**src/rtl/fetch_stage.sv**
```systemverilog
// -----------------------------------------------------------------------------
// fetch_stage
//
// Instruction-fetch stage that feeds the register file and decode. It owns the
// program counter and runs the instruction-memory request/ready handshake. It
// captures each fetched word into the IF/ID pipeline register. It also supplies
// the current PC to the register file for R15 reads.
//
// The control unit drives two inputs into this stage:
//   - hazard stalls, which freeze the PC and IF/ID;
//   - taken-branch redirects, which retarget the PC and flush IF/ID.
//
// A one-entry skid buffer keeps a word that arrives during a stall. Without it
// that word would be lost, because the request is dropped while stalled.
//
// If a branch arrives while a fetch is still outstanding, the redirect is
// parked in DRAIN. The stage waits for that fetch to return, throws the data
// away, and only then moves to the target. This keeps REQ and ADDR stable
// until RDY.
//
// Optional build macro: FETCH_PERF_CNT_EN
//   When defined, the FETCH_CNT and STALL_CNT performance counters are added.
//   Both saturate at all-ones.
//
// Ports:
//   CLK          in   1   clock; all state updates on rising edge
//   RST          in   1   synchronous active-high reset
//   STALL        in   1   hazard stall; freezes PC and IF/ID
//   BR_TAKEN     in   1   taken branch; redirect PC, flush IF/ID
//   BR_TARGET    in  32   branch target (bits [1:0] ignored)
//   IMEM_REQ     out  1   instruction fetch request
//   IMEM_ADDR    out 32   fetch address (always the PC)
//   IMEM_RDY     in   1   IMEM_DATA valid this cycle
//   IMEM_DATA    in  32   fetched instruction word
//   IF_ID_INSTR  out 32   registered instruction to decode
//   IF_ID_PC     out 32   registered fetch address + 4
//   IF_ID_VALID  out  1   IF/ID holds a real instruction
//   PC_RF        out 32   current PC, to register file PCin
//   FETCH_CNT    out 32   (FETCH_PERF_CNT_EN) valid IF/ID loads
//   STALL_CNT    out 32   (FETCH_PERF_CNT_EN) stalled cycles in FETCH/HOLD
// -----------------------------------------------------------------------------
module fetch_stage #(
  parameter logic [31:0] RESET_PC  = 32'h0000_0000,
  parameter logic [31:0] NOP_INSTR = 32'hE1A0_0000
) (
  input  logic        CLK,
  input  logic        RST,
  input  logic        STALL,
  input  logic        BR_TAKEN,
  input  logic [31:0] BR_TARGET,
  output logic        IMEM_REQ,
  output logic [31:0] IMEM_ADDR,
  input  logic        IMEM_RDY,
  input  logic [31:0] IMEM_DATA,
  output logic [31:0] IF_ID_INSTR,
  output logic [31:0] IF_ID_PC,
  output logic        IF_ID_VALID,
  output logic [31:0] PC_RF
`ifdef FETCH_PERF_CNT_EN
  ,
  output logic [31:0] FETCH_CNT,
  output logic [31:0] STALL_CNT
`endif
);

  typedef enum logic [1:0] {
    IDLE  = 2'd0,
    FETCH = 2'd1,
    HOLD  = 2'd2,
    DRAIN = 2'd3
  } state_e;

  state_e      state_q, state_d;
  logic [31:0] pc_q, pc_d;
  logic [31:0] skid_q, skid_d;
  logic [31:0] tgt_q, tgt_d;
  logic [31:0] instr_q, instr_d;
  logic [31:0] ifpc_q, ifpc_d;
  logic        valid_q, valid_d;
  logic        req;
  logic        if_load;
  logic [31:0] br_tgt;
  logic [31:0] pc_plus4;

  // Branch targets are always word aligned.
  assign br_tgt   = {BR_TARGET[31:2], 2'b00};
  // Natural 32-bit wrap: 32'hFFFF_FFFC + 4 = 0.
  assign pc_plus4 = pc_q + 32'd4;

  // NOTE: every signal gets a default at the top of this block, so no path
  // leaves one unassigned and no latch is inferred.
  always_comb begin
    state_d = state_q;
    pc_d    = pc_q;
    skid_d  = skid_q;
    tgt_d   = tgt_q;
    instr_d = instr_q;
    ifpc_d  = ifpc_q;
    valid_d = valid_q;
    req     = 1'b0;
    if_load = 1'b0;

    // Any taken branch kills whatever is sitting in IF/ID, whatever the state.
    if (BR_TAKEN) begin
      instr_d = NOP_INSTR;
      valid_d = 1'b0;
    end

    case (state_q)
      IDLE: begin
        state_d = FETCH;
        if (BR_TAKEN) pc_d = br_tgt;
      end

      FETCH: begin
        req = 1'b1;
        if (BR_TAKEN) begin
          if (IMEM_RDY) begin
            pc_d = br_tgt;
          end else begin
            // Request in flight: park the target and wait for it to return.
            tgt_d   = br_tgt;
            state_d = DRAIN;
          end
        end else if (IMEM_RDY) begin
          if (STALL) begin
            skid_d  = IMEM_DATA;
            state_d = HOLD;
          end else begin
            if_load = 1'b1;
            instr_d = IMEM_DATA;
          end
        end
      end

      HOLD: begin
        if (BR_TAKEN) begin
          pc_d    = br_tgt;
          skid_d  = '0;
          state_d = FETCH;
        end else if (!STALL) begin
          if_load = 1'b1;
          instr_d = skid_q;
          state_d = FETCH;
        end
      end

      DRAIN: begin
        req = 1'b1;
        if (BR_TAKEN) tgt_d = br_tgt;
        if (IMEM_RDY) begin
          // The returning word belongs to the old path and is dropped. A
          // branch arriving in the same cycle is the newest and wins.
          pc_d    = BR_TAKEN ? br_tgt : tgt_q;
          state_d = FETCH;
        end
      end

      default: state_d = IDLE;
    endcase

    if (if_load) begin
      ifpc_d  = pc_plus4;
      valid_d = 1'b1;
      pc_d    = pc_plus4;
    end
  end

  // NOTE: state registers use non-blocking assignments so that every flop
  // samples pre-edge values, whatever order the statements are written in.
  always_ff @(posedge CLK) begin
    if (RST) begin
      state_q <= IDLE;
      pc_q    <= RESET_PC;
      // NOTE: the skid data is cleared on reset even though it is only read in
      // HOLD, so that it never powers up as X.
      skid_q  <= '0;
      tgt_q   <= '0;
      instr_q <= NOP_INSTR;
      ifpc_q  <= '0;
      valid_q <= 1'b0;
    end else begin
      state_q <= state_d;
      pc_q    <= pc_d;
      skid_q  <= skid_d;
      tgt_q   <= tgt_d;
      instr_q <= instr_d;
      ifpc_q  <= ifpc_d;
      valid_q <= valid_d;
    end
  end

  assign IMEM_REQ    = req;
  assign IMEM_ADDR   = pc_q;
  assign PC_RF       = pc_q;
  assign IF_ID_INSTR = instr_q;
  assign IF_ID_PC    = ifpc_q;
  assign IF_ID_VALID = valid_q;

`ifdef FETCH_PERF_CNT_EN
  logic [31:0] fetch_cnt_q;
  logic [31:0] stall_cnt_q;
  logic        stall_seen;

  assign stall_seen = STALL && (state_q == FETCH || state_q == HOLD);

  always_ff @(posedge CLK) begin
    if (RST) begin
      fetch_cnt_q <= '0;
      stall_cnt_q <= '0;
    end else begin
      if (if_load && fetch_cnt_q != 32'hFFFF_FFFF) fetch_cnt_q <= fetch_cnt_q + 32'd1;
      if (stall_seen && stall_cnt_q != 32'hFFFF_FFFF) stall_cnt_q <= stall_cnt_q + 32'd1;
    end
  end

  assign FETCH_CNT = fetch_cnt_q;
  assign STALL_CNT = stall_cnt_q;
`endif

endmodule

```
**config.mk**
```make
export PLATFORM = sky130hd
export DESIGN_NAME = fetch_stage
export DESIGN_NICKNAME = d
export VERILOG_FILES = /design/src/rtl/fetch_stage.sv
export SDC_FILE = /design/constraint.sdc
export NUM_CORES = 1
export LEC_CHECK = 0
export ABC_AREA = 1
export ABC_CLOCK_PERIOD_IN_PS = 2400
export CAP_MARGIN = 10
export CELL_PAD_IN_SITES_DETAIL_PLACEMENT = 0
export CELL_PAD_IN_SITES_GLOBAL_PLACEMENT = 2
export CORE_ASPECT_RATIO = 1.5
export CORE_UTILIZATION = 27
export CTS_CLUSTER_DIAMETER = 120
export CTS_CLUSTER_SIZE = 30
export DETAILED_ROUTE_END_ITERATION = 10
export GPL_TIMING_DRIVEN = 0
export PLACE_DENSITY_LB_ADDON = 0.1
export SYNTH_ARGS = -nofsm -noshare
export SYNTH_HDL_FRONTEND = slang
export SYNTH_SLANG_ARGS = --single-unit
```
**constraint.sdc**
```tcl
create_clock -name CLK -period 2.4 [get_ports CLK]
set_clock_uncertainty 0.1 [all_clocks]
set_input_delay 0.48 -clock CLK [delete_from_list [all_inputs] [get_ports CLK]]
set_output_delay 0.48 -clock CLK [all_outputs]
set_load 0.005 [all_outputs]
```
======== Word level (Yosys, flattened, before mapping) ========
Cells that the tools add are included.
storage, ports and cells
  output and inout bits ................... 130
  flip-flop bits (word level) ............. 163
  input port bits ......................... 69
  word-level logic and storage cells ...... 74
operators by class
  reduce and logical (&&, ||, !) cells .... 10
  mux-type cells .......................... 38
  equal/unequal tests ..................... 18
  add/subtract/negate cells ............... 1
operators by type and width
  cell                                                    count
  2-to-1 mux 32 bit                                       18
  one-hot mux 32 bit (2 select lines)                     3
  one-hot mux 32 bit (3 select lines)                     1
  adder 32 x 3 -> 32 bit (second input constant)          1
  inequality test 3 bit (second input constant)           7
  2-to-1 mux 2 bit                                        7
  inequality test 2 bit (second input constant)           7
  AND reduction 5 bit                                     2
  one-hot mux 2 bit (4 select lines)                      1
  2-to-1 mux 1 bit                                        7
  nonzero test 2 bit                                      3
  == test 2 bit (second input constant)                   2
  AND reduction 4 bit                                     1
  OR reduction 2 bit                                      2
  inequality test 3 x 1 -> 1 bit (second input constant)  1
  AND reduction 3 bit                                     1
  == test 2 x 1 -> 1 bit (second input constant)          1
  logical NOT 2 bit                                       1
  one-hot mux 1 bit (2 select lines)                      1

======== Depth between registers and ports, before layout ========
  depth in word-level cells ............... 6
  gate-level depth with buffers ........... 14
  mapped depth without buffers ............ 13

======== Least setup slack after synthesis ========
Ideal clock, no wire load.
  path type ............................... register to register
  from .................................... register state_q[1]
  to ...................................... register pc_q[26], in the netlist IMEM_ADDR[26]
  path buffers ............................ 1
  data arrival time ....................... 1.512 ns
  path slack .............................. 0.660 ns
  period minus slack after synthesis ...... 1.740 ns
  stages on the path, launching flop included .. 15
  library setup time ...................... 0.128 ns
  data required time ...................... 2.172 ns
  path through ............................ dfxtp_1 inv_1 ha_1 nand2_1 inv_2 nand2_2 nand2_2 nand2_4 nand3_2 nand2_4 buf_6 nand2_1 nand2_1 nor2_1 nor2_1
on the way
  word-level cells in the longest chain between the ends .. 4
  elaborated cells between the ends (all ways) .. 13
  those cells by class .................... 7 x eq/ne; 3 x mux; 3 x reduce/logical
RTL lines
  what                                                                       line  RTL
  start: declaration                                                         73    state_e state_q, state_d;
  start signal: assignment                                                   183   state_q <= state_d;
  == test 2 bit, or another cell as far along                                109   case (state_q)
  one-hot mux 1 bit (2 select lines) or OR reduction 2 bit (tied branches)   n/a
  inequality test 3 bit (no source line), or another cell as far along       n/a
  AND reduction 4 bit (no source line) or 2-to-1 mux 32 bit (tied branches)  n/a
  end signal: assignment                                                     184   pc_q <= pc_d;
  end: declaration                                                           74    logic [31:0] pc_q, pc_d;
Several ways; a longest one is shown, not always the timed one.
A chain may end at the register's enable or synchronous reset.

======== Final worst setup path ========
  from .................................... register state_q[0]
  to ...................................... register pc_q[22], in the netlist IMEM_ADDR[22]
Same word-level chain as after synthesis.

==> summary.md <==
| Metric | Value |
|---|---|
| Worst r2r dst | `IMEM_ADDR[22]` |
| Via density | `about 4.6` |
| Place WS | `-0.3230 ns` |
| VDD IR max | `559.6 uV` |
| All-Layer GR Usage | `0.2127` |
| CP Max Fanout | `10` |
| Period Utilization, post-route | `0.9426` |
| Maxcap violations | `0` |
| Vias | `between 8000 and 9000` |
| First-pass GRT wire length | `a little under 50000 um` |
| Top cells by count, synth | `311 x nand2_1, 163 x dfxtp_1, 150 x a21oi_1, 105 x inv_1` |
| CTS max path bufs | `2` |
| R2r startpoint | `state_q[0]` |
| Total Routed Length | `between 30000 and 40000 um` |
| Worst path required time | `about 2.7 ns` |
| Avg WL per Cell | `17.41 um` |
| Area contributors post-synth | `dfxtp_1 40%, nand2_1 14%, a21oi_1 9.2%` |
| Worst reg2reg path depth | `10` |
| Clock Pin Slew Worst Setup and Hold Paths | `about 0.070 ns` |
| Placed insts | `~1800` |
| Compound-Gate Fraction of Synth Area | `0.1937` |
| Clock Root Buffer | `clkbuf_16` |
| Syn Area/Cell | `approximately 6.8 um2` |
| Worst min path class | `reg2reg` |
| Post-synth EDFFs | `0` |
| Largest family of logic cells by synthesized area | `simple AND/OR/NAND/NOR gates` |
| Placed Area | `between 10000 and 15000 um2` |
| Vias in the first global route | `roughly 8400` |
| Share of the synthesized area in the top cell type | `0.3990` |
| Final Hold Fails | `0` |
| Worst R2R Setup Slack | `about 0.14 ns` |
| Count of state elements after synthesis | `around 160` |
| # diodes | `0` |
| Hold path startpoint | `tgt_q[16]` |
| Synth Warn # | `0` |
| 1st-pass router iterations | `6` |
| Max Slew Vio Count | `0` |
| Least-Margin Pin Slew | `0.6829 ns` |
| Fmax | `between 400 and 500 MHz` |
| Xor-xnor portion of the synthesized cell area | `0.004284` |
| H-tree levels | `4` |
| Setup TNS | `0 ns` |
| # port buffers | `approximately 200` |
| Adder-Cell Fraction of Synth Area | `0.007650` |
| DIE AREA | `approximately 31000 um2` |
| Gate Count Post-Synth | `approximately 1200` |
| Post-Synth Simple-Gate Area | `0.2711` |
| Endpoints failing setup | `0` |
| DP HPWL | `around 25000 um` |
| Largest net degree at the start of global routing | `17` |
| Synth Flop Type | `dfxtp_1` |
| Worst-case hold path end point | `tgt_q[16]` |
| Register area share after synthesis | `0.3990` |
| Syn Std Cell Area | `8178 um2` |
| CTS Sinks | `163` |
| Cell taking the most area after synthesis | `dfxtp_1` |
| Mux contribution to synthesized area | `0.002448` |
| Layout Utilization | `0.3801` |
| Residual DRC | `0` |
| Clock Latency Late Sink | `0.45 ns` |
| Gr ovfl total | `0` |
| Fin crit period | `approximately 2.3 ns` |
| Most common cell in the netlist | `nand2_1` |
| Routed Antenna Nets | `0` |
| CTS Buf Count | `17` |
| Die Wd | `roughly 140 um` |
| Worst Path Arrival | `2.56 ns` |
| CTS tree | `built` |
| Syn_nets | `1281` |
| Unrepaired setup endpoints after global routing | `false` |
| Die height | `approximately 220 um` |
| Leakage power | `4.306 nW` |
| Status | `finished clean` |
| Io pins | `between 150 and 200` |
| Area growth syn-to-layout | `37.91%` |
| Max_slew headroom | `0.5447` |
| Initial antenna violation count | `0` |
| Async set-reset flop share out of synthesis | `0` |
| Cell Rows | `77` |
| Detailed Route Iter0 Violations | `between 300 and 400` |
| GP Congestion | `0.8181` |
| Core Region | `between 20000 and 30000 um2` |
| Worst Slack Setup Final | `between 0.1 and 0.15 ns` |
| Worst Setup Path Type | `reg2reg` |
| Final Instance Area | `11280 um2` |
| CP endpoint kind | `register` |
| Layout Cells excl Fill | `around 1800` |
| Share of cells above drive strength 1 | `0.08875` |
| Synth unique cells | `36` |
| Power per Cell Area | `between 700 and 800 nW/um2` |
| Final net count | `between 1000 and 1500` |
| Hold path depth | `2` |
| Worst setup SP type | `register` |
| Initial core utilization | `0.2756` |
-- per-layer routing --
layer | track usage | part of all wire
met3 | 0.04523 | 0.046
met5 | 0 | 0
met4 | 0.08227 | 0.027
met1 | 0.2194 | 0.38
met2 | 0.4061 | 0.54
-- through the flow --
step                hold WS (ns)  power (mW)
finish                    0.3448       8.152
global route              0.3584       8.591
CTS                       0.3487       8.286
detailed placement        0.3391       5.193
global placement          0.3333       5.176
floorplan                 0.3241       4.235
-- state kept, by name, indices dropped and copies added, names as in the netlist --
signal and cells:
state_q 2, IF_ID_VALID 1, tgt_q 32, IMEM_ADDR 32, skid_q 32, IF_ID_PC 32
IF_ID_INSTR 32
-- timing repair --
| item | CTS | global route |
|---|---|---|
| hold endpoints to repair | 0 | 0 |
| setup endpoints to repair | 1 | 17 |
| gates resized for setup | 6 | 6 |
| buffers inserted | 0 | 0 |
| hold buffers | 0 | 0 |
-- report_power, final --
group          switching (mW)  leakage (nW)  internal (mW)
Combinational            1.08          2.66          0.846
Sequential              0.215          1.33           2.96
Clock                    1.17         0.315           1.88
Total                    2.46          4.31           5.69
-- logic make-up after synthesis --
logic type | Yosys count
simple gates | 528
fa+ha+maj | 5
compound gates | 292
xor+xnor | 4
flops | 163
mux | 2
buf+inv | 213
-- cells in the final DEF, fill, tap and decap left out, types with 2 or more instances in the layout --
cell type        netlist  layout
bufinv_16              0       5
o22ai_1                6       6
clkbuf_16              0      17
nor2_4                 2       2
nand2_1              311     311
o21ai_1                2       2
clkinv_2               0       3
a31oi_1                7       7
buf_2                 17      17
nor2_2                 2       2
o21ai_0               94      94
nand3b_1               7       7
dfxtp_1              163     162
nand3_1               90      90
a21oi_1              150     150
inv_1                105     104
ha_1                   5       4
clkbuf_8               0       2
buf_1                  4       4
clkbuf_2               2       5
clkbuf_1              37      34
o21bai_1               4       4
or2_2                 10      10
inv_2                  4       4
xor2_1                 3       3
nand4_1                2       2
clkdlybuf4s50_1        0     194
nand2_2                4       4
nor2_1                94      94
a211oi_1              26      26
buf_6                  2       2
nand2_4                2       2
mux2i_1                2       2
buf_4                 42      42
nand3_2                2       2
clkinv_4               0       2
-- final cells by class --
type                       instances  area (um2)
fill                            3343       18400
clock buffer                      19       452.9
sequential                       163        3264
clock inverter                    10       182.7
inverter                         109       411.6
timing repair buffer             195        1951
buffer                           104       590.6
multi-input combinational        831        3931
tap                              395       494.2
-- critical path, stage by stage (launching register included) --
cell	delay, ns
dfxtp_2	0.37
inv_1	0.08
ha_1	0.24
nor2_1	0.14
nor2_1	0.08
nor2_4	0.16
buf_1	0.40
nand3_1	0.34
nand3_1	0.17
nand2_1	0.06
inv_1	0.07
-- how the worst max path moves through the flow --
stage	startpoint	endpoint	slack [ns]	cells after the start
after floorplan	state_q[1]	IMEM_ADDR[26]	0.66	14
after global placement	BR_TAKEN	IMEM_ADDR[31]	-0.32	10
after detailed placement	BR_TAKEN	IMEM_ADDR[31]	-0.32	10
after CTS	IMEM_ADDR[5]	PC_RF[5]	0.10	2
after global routing	BR_TAKEN	IMEM_ADDR[31]	0.0008	10
final	state_q[0]	IMEM_ADDR[22]	0.14	10
Power figures use the tool's default switching activity.
